$ cat src/rtl/hamle_toplayici.sv
// ============================================================================
// hamle_toplayici -- round sequencer feeding the clash scorer.
//
// Collects one 2-bit right/down step pair per player (P1, P2, P3 in turn)
// from the shared move input and packs them into 6-bit step vectors. It also
// supplies a 4-bit pseudo-random hidden number per round and consumes the
// scorer's combinational result during the single evaluation cycle. Per game
// it keeps the round count, per-player win counts (saturating at 7) and a
// cumulative score (saturating at 255).
//
// Ports:
//   clk            rising-edge clock
//   rst            asynchronous active-high reset
//   basla          start-game pulse (honoured in BOSTA and BITTI only)
//   hamle_gecerli  one-cycle move strobe from the current player
//   hamle_sag      right steps of the current move
//   hamle_asagi    down steps of the current move
//   kazanan        winner from scorer (0 = none, 1..3)
//   toplam_puan    round score from scorer
//   sag_adimlar    packed right steps: P1 [5:4], P2 [3:2], P3 [1:0]
//   asagi_adimlar  packed down steps, same packing
//   sayi           hidden number for the current round
//   oyuncu_sira    player expected next (1..3), 0 when not collecting
//   tur_gecerli    high for the one evaluation cycle of each round
//   tur_no         completed rounds in the current game
//   toplam_skor    cumulative round score, saturating at 255
//   galibiyet1/2/3 per-player round wins, saturating at 7
//   oyun_bitti     high while the game is over (BITTI)
//
// Optional feature macro: HAMLE_ZAMAN_ASIMI_EN
//   When defined, a player that stays idle for ZAMAN_SINIRI cycles in TOPLA
//   is skipped with a 00/00 move. When undefined, TOPLA waits indefinitely.
// ============================================================================
module hamle_toplayici #(
    parameter int         TUR_SAYISI   = 4,
    parameter logic [3:0] LFSR_TOHUM   = 4'b1011,
    parameter int         ZAMAN_SINIRI = 15
) (
    input  logic       clk,
    input  logic       rst,
    input  logic       basla,
    input  logic       hamle_gecerli,
    input  logic [1:0] hamle_sag,
    input  logic [1:0] hamle_asagi,
    input  logic [1:0] kazanan,
    input  logic [4:0] toplam_puan,
    output logic [5:0] sag_adimlar,
    output logic [5:0] asagi_adimlar,
    output logic [3:0] sayi,
    output logic [1:0] oyuncu_sira,
    output logic       tur_gecerli,
    output logic [3:0] tur_no,
    output logic [7:0] toplam_skor,
    output logic [2:0] galibiyet1,
    output logic [2:0] galibiyet2,
    output logic [2:0] galibiyet3,
    output logic       oyun_bitti
);

    localparam logic [1:0] BOSTA       = 2'd0;
    localparam logic [1:0] TOPLA       = 2'd1;
    localparam logic [1:0] DEGERLENDIR = 2'd2;
    localparam logic [1:0] BITTI       = 2'd3;

    // Reject configurations the counters cannot represent.
    if (TUR_SAYISI < 1 || TUR_SAYISI > 15 || ZAMAN_SINIRI < 1 ||
        LFSR_TOHUM == 4'b0000) begin : g_param_hata
        $error("hamle_toplayici: illegal parameter value");
    end

    logic [1:0] durum_q, durum_d;
    logic [3:0] lfsr_q, lfsr_d;
    logic [5:0] sag_q, sag_d;
    logic [5:0] asagi_q, asagi_d;
    logic [3:0] sayi_q, sayi_d;
    logic [1:0] sira_q, sira_d;
    logic [3:0] tur_q, tur_d;
    logic [7:0] skor_q, skor_d;
    logic [2:0] gal1_q, gal1_d;
    logic [2:0] gal2_q, gal2_d;
    logic [2:0] gal3_q, gal3_d;

    logic       adim_al;    // the current slot is filled this cycle
    logic [1:0] sag_yaz;
    logic [1:0] asagi_yaz;
    logic [8:0] skor_top;   // one spare bit to detect saturation
    logic [3:0] tur_yeni;

`ifdef HAMLE_ZAMAN_ASIMI_EN
    localparam int BOS_W = $clog2(ZAMAN_SINIRI + 1);
    logic [BOS_W-1:0] bos_q, bos_d;
    logic             zaman_doldu;
`endif

    always_comb begin
        // NOTE: every variable gets a default before the case so no path
        // leaves one unassigned; that is what keeps this block latch-free.
        durum_d   = durum_q;
        sag_d     = sag_q;
        asagi_d   = asagi_q;
        sayi_d    = sayi_q;
        sira_d    = sira_q;
        tur_d     = tur_q;
        skor_d    = skor_q;
        gal1_d    = gal1_q;
        gal2_d    = gal2_q;
        gal3_d    = gal3_q;
        skor_top  = {1'b0, skor_q} + 9'(toplam_puan);
        tur_yeni  = tur_q + 4'd1;
        // Fibonacci LFSR, x^4 + x^3 + 1: maximal length, never reaches zero.
        lfsr_d    = {lfsr_q[2:0], lfsr_q[3] ^ lfsr_q[2]};
        sag_yaz   = hamle_gecerli ? hamle_sag   : 2'b00;
        asagi_yaz = hamle_gecerli ? hamle_asagi : 2'b00;
`ifdef HAMLE_ZAMAN_ASIMI_EN
        bos_d       = bos_q;
        zaman_doldu = !hamle_gecerli && (bos_q == BOS_W'(ZAMAN_SINIRI - 1));
        adim_al     = hamle_gecerli || zaman_doldu;
`else
        adim_al     = hamle_gecerli;
`endif

        case (durum_q)
            BOSTA, BITTI: begin
                // A move strobe coinciding with basla is intentionally dropped.
                if (basla) begin
                    durum_d = TOPLA;
                    sag_d   = '0;
                    asagi_d = '0;
                    sira_d  = 2'd1;
                    sayi_d  = lfsr_q;
                    tur_d   = '0;
                    skor_d  = '0;
                    gal1_d  = '0;
                    gal2_d  = '0;
                    gal3_d  = '0;
`ifdef HAMLE_ZAMAN_ASIMI_EN
                    bos_d   = '0;
`endif
                end
            end

            TOPLA: begin
`ifdef HAMLE_ZAMAN_ASIMI_EN
                bos_d = adim_al ? '0 : bos_q + 1'b1;
`endif
                if (adim_al) begin
                    case (sira_q)
                        2'd1:    begin sag_d[5:4] = sag_yaz; asagi_d[5:4] = asagi_yaz; end
                        2'd2:    begin sag_d[3:2] = sag_yaz; asagi_d[3:2] = asagi_yaz; end
                        default: begin sag_d[1:0] = sag_yaz; asagi_d[1:0] = asagi_yaz; end
                    endcase
                    if (sira_q == 2'd3) begin
                        sira_d  = 2'd0;
                        durum_d = DEGERLENDIR;
                    end else begin
                        sira_d  = sira_q + 2'd1;
                    end
                end
            end

            DEGERLENDIR: begin
                // The scorer is combinational on our vectors, so its result
                // is valid within this cycle and is captured at its end.
                skor_d = skor_top[8] ? 8'hFF : skor_top[7:0];
                case (kazanan)
                    2'd1:    if (gal1_q != 3'd7) gal1_d = gal1_q + 3'd1;
                    2'd2:    if (gal2_q != 3'd7) gal2_d = gal2_q + 3'd1;
                    2'd3:    if (gal3_q != 3'd7) gal3_d = gal3_q + 3'd1;
                    default: ;
                endcase
                tur_d = tur_yeni;
                if (tur_yeni == 4'(TUR_SAYISI)) begin
                    // Vectors and sayi stay visible for inspection.
                    durum_d = BITTI;
                end else begin
                    durum_d = TOPLA;
                    sag_d   = '0;
                    asagi_d = '0;
                    sira_d  = 2'd1;
                    sayi_d  = lfsr_q;
`ifdef HAMLE_ZAMAN_ASIMI_EN
                    bos_d   = '0;
`endif
                end
            end

            default: durum_d = BOSTA;
        endcase
    end

    // NOTE: state is updated only with non-blocking assignments so every flop
    // samples the values from before the edge, independent of block order.
    always_ff @(posedge clk or posedge rst) begin
        if (rst) begin
            durum_q <= BOSTA;
            lfsr_q  <= LFSR_TOHUM;
            sag_q   <= '0;
            asagi_q <= '0;
            sayi_q  <= '0;
            sira_q  <= '0;
            tur_q   <= '0;
            skor_q  <= '0;
            gal1_q  <= '0;
            gal2_q  <= '0;
            gal3_q  <= '0;
`ifdef HAMLE_ZAMAN_ASIMI_EN
            bos_q   <= '0;
`endif
        end else begin
            durum_q <= durum_d;
            lfsr_q  <= lfsr_d;
            sag_q   <= sag_d;
            asagi_q <= asagi_d;
            sayi_q  <= sayi_d;
            sira_q  <= sira_d;
            tur_q   <= tur_d;
            skor_q  <= skor_d;
            gal1_q  <= gal1_d;
            gal2_q  <= gal2_d;
            gal3_q  <= gal3_d;
`ifdef HAMLE_ZAMAN_ASIMI_EN
            bos_q   <= bos_d;
`endif
        end
    end

    assign sag_adimlar   = sag_q;
    assign asagi_adimlar = asagi_q;
    assign sayi          = sayi_q;
    assign oyuncu_sira   = sira_q;
    assign tur_gecerli   = (durum_q == DEGERLENDIR);
    assign tur_no        = tur_q;
    assign toplam_skor   = skor_q;
    assign galibiyet1    = gal1_q;
    assign galibiyet2    = gal2_q;
    assign galibiyet3    = gal3_q;
    assign oyun_bitti    = (durum_q == BITTI);

endmodule

$ cat config.mk
export PLATFORM = sky130hd
export DESIGN_NAME = hamle_toplayici
export DESIGN_NICKNAME = d
export VERILOG_FILES = /design/src/rtl/hamle_toplayici.sv
export SDC_FILE = /design/constraint.sdc
export NUM_CORES = 1
export LEC_CHECK = 0
export CAP_MARGIN = 30
export CORE_AREA = 2 2 77 79
export CTS_CLUSTER_DIAMETER = 80
export DETAILED_ROUTE_END_ITERATION = 12
export DIE_AREA = 0 0 79 81
export HOLD_SLACK_MARGIN = 0.02
export PLACE_DENSITY = 0.74
export SLEW_MARGIN = 15
export SYNTH_ARGS = -nofsm -noshare
export SYNTH_HDL_FRONTEND = slang
export SYNTH_SLANG_ARGS = --single-unit
$ cat constraint.sdc
create_clock -name clk -period 2.1 [get_ports clk]
set_clock_uncertainty 0.15 [all_clocks]
set_input_delay 0.42 -clock clk [delete_from_list [all_inputs] [get_ports clk]]
set_output_delay 0.42 -clock clk [all_outputs]
set_load 0.005 [all_outputs]
==> results.toml <==
[run_status]
outcome = "finished with violations"
violations = "setup timing"

[global_route]
gr-max-usage-layer = "met2"
grtUsageMet3 = 0.0400
gr-usage-met1 = 0.273
grt_max_degree = 46
grt_use_met2 = 0.321
grt_pass1_wl_um = 10000
grt_use_total = 0.198
first_global_vias = 2137
antenna_found_initial = 0
gr-total-overflow = 0

[yosys]
synth_most_common_cell = "dfrtp_1"
syn_area_um2 = 2450
synth_top_cell_area_share = 0.429
synth_edf_count = 0
yosys.area.top_type = "dfrtp_1"
synth_seq_cells = 45
synth.area.top_cells = "dfrtp_1, ha_1, o21ai_0"
async_flop_share = 1.00
netlist-cell-type-count = 46
synth_flop_cell = "dfrtp_1"
ys_seq_area_frac = 0.462
syn_area_per_cell_um2 = 9.99
postSynthCellCount = 245
synth_fp_nets = 280
synthTopCellsByCount = "dfrtp_1, o21ai_0, nand2_1"
ys_warn_count = 0

[finish]
diodes = 0
finalInstanceArea_um2 = 3540
num-nets-final = 372
fin_util = 0.623
n_fill_cell = 498
drive_gt1_frac = 0.201
fin_cells = 413
area_growth_pct = 44.5

[worst_setup_path]
crit_fanout = 2
cp-start-kind = "flop"
critPathKind = "flop to flop"
worstPathArrival_ns = 2.17
critPathRequiredTime_ns = 2.12
endpoint_kind = "flop"

[placement]
numPlacedInstances = 405
port_buffers = 55
place.gp.congestion = 0.858
dp_hpwl_um = 4440
postPlaceCellArea_um2 = 3360

[floorplan]
io_pins = 56
rows = 28
die_w_um = 79
die_h_um = 81
start_util = 0.431
die_area_um2 = 6400
core_um2 = 5680

[cts]
cts_buffer_depth = 2
clk_pin_slew_worst_paths_ns = 0.09
cts.sinks = 45
h-tree-depth = 2
clk_latency_ns = 0.29
cts_root_buffer = "clkbuf_8"
cts_tree = "yes"
numCtsBuffers = 5

[min_path]
hold_class = "flop to flop"

[detailed_routing]
via_per_inst = 5.31
wl_per_cell_um = 14.4
firstDrtPassIters = 4
vias = 2192
totalWireLength_um = 5950
drc = 0
drt-initial-drc-count = 91
antenna_left = 0

[sta]
rsz0062_at_grt = "true"
worst_pin_slew_ns = 0.387
hold_violations = 0
finalMaxSlewViolations = 0
fmax_ghz = 0.466
timing.hold.ws_ns = 0.219
layout_min_cycle_time_ns = 2.14
slew-limit-headroom = 0.738
fin_crit_sh = 1.02
setup_viol = 2
setup_ws_ns = -0.0441

[job]
cap_violations = 0

[pwr]
max-vdd-ir-drop_v = 0.000502
leakage_nw = 1.64
p_total_mw = 4.10
power.density_nw_per_um2 = 1160
==> layout make-up <==
class | instances | area, um^2 | area share
well taps | 75 | 93.8 | 0.0265
flip-flops and latches | 45 | 1130 | 0.320
clock inverters | 2 | 38.8 | 0.0110
clock buffers | 6 | 72.6 | 0.0205
repair buffers | 93 | 856 | 0.242
inverters | 13 | 48.8 | 0.0138
multi-input cells | 179 | 1300 | 0.367
==> power by group <==
| part | switching (mW) | internal, mW | leakage, nW | total (mW) |
|---|---|---|---|---|
| registers | 0.171 | 1.05 | 0.600 | 1.22 |
| logic | 1.06 | 1.17 | 0.985 | 2.23 |
| clock network | 0.297 | 0.357 | 0.0554 | 0.654 |
==> metrics by stage <==
| stage | setup slack (ns) | setup TNS, ns |
|---|---|---|
| 2_1_floorplan | -0.147 | -0.222 |
| 5_1_grt | -0.116 | -0.231 |
| 6_report | -0.0441 | -0.0808 |
| 3_5_place_dp | -0.646 | -4.83 |
| 3_3_place_gp | -0.640 | -4.43 |
| 4_1_cts | -0.0548 | -0.0923 |
==> cell usage in the layout (no fill, tap or decap), types with 2 or more instances in the layout <==
master and instances:
clkdlybuf4s50_1 52, dfrtp_1 42, buf_4 35, nand2_1 25, o21ai_0 23, ha_1 16, nand3_1 14, nor2_1 14
inv_1 11, a21oi_1 11, a22o_1 8, mux2_2 5, clkbuf_8 5, and3_1 4, a211oi_1 4, a31oi_1 4
mux2i_1 3, xor2_1 3, o21ai_1 3, a21o_1 3, nor2b_1 3, ha_4 3, dfstp_2 3, o22ai_1 2
nand3b_1 2, nor3_1 2, a211oi_2 2, a2bb2oi_2 2, a22oi_1 2, dlygate4sd2_1 2, buf_6 2
==> logic make-up (layout without fill, tap and decap cells) <==
family | count (synthesis) | in the layout | share of synthesized area
AO/OA/AOI/OAI | 74 | 74 | 0.194
buffers and inverters | 21 | 114 | 0.0399
adder cells (fa/ha/maj) | 20 | 20 | 0.105
flip-flops | 45 | 45 | 0.462
XOR/XNOR | 3 | 3 | 0.0107
AND/OR/NAND/NOR | 74 | 74 | 0.153
multiplexers | 8 | 8 | 0.0353
==> critical path: stages, from the launching register on <==
cell and delay, ns:
dfrtp_1 0.42, ha_4 0.18, fa_2 0.34, a211oi_2 0.23
nor2_1 0.10, a311o_1 0.27, or3b_1 0.34
==> routing by layer <==
layer | part of all wire | vias to the layer above
met3 | 0.043 | 4
met1 | 0.48 | 1054
met4 | 0.0081 | 0
met2 | 0.47 | 56
li1 | - | 1078
met5 | 0 | -
==> state kept, by name, indices dropped and copies added, names as in the netlist <==
signal	count
tur_no	4
galibiyet2	3
oyuncu_sira	2
sayi	4
toplam_skor	8
galibiyet3	3
galibiyet1	3
durum_q	2
lfsr_q	4
sag_adimlar	6
asagi_adimlar	6
==> path summary, 6_finish.rpt <==
| path | startpoint | endpoint | slack [ns] | depth (start not counted) |
|---|---|---|---|---|
| setup / recovery | toplam_skor[0] | toplam_skor[7] | -0.04 | 6 |
| hold / removal | lfsr_q[0] | lfsr_q[1] | 0.22 | 0 |
| setup reg to reg | toplam_skor[0] | toplam_skor[7] | -0.04 | 6 |
| hold reg to reg | lfsr_q[0] | lfsr_q[1] | 0.22 | 0 |
| max in group asynchronous | rst | lfsr_q[3] | 1.21 | 3 |
| min in group asynchronous | rst | sag_adimlar[5] | 0.31 | 3 |
==> repair_timing <==
action                                  in CTS  in global routing
hold buffers                                 0                  0
pin swaps                                    6                  1
endpoints found under the hold margin        0                  0
gates resized for setup                      7                 10
endpoints found under the setup margin       9                  8
setup buffers                                0                  0
(Power assumes the default switching activity.)
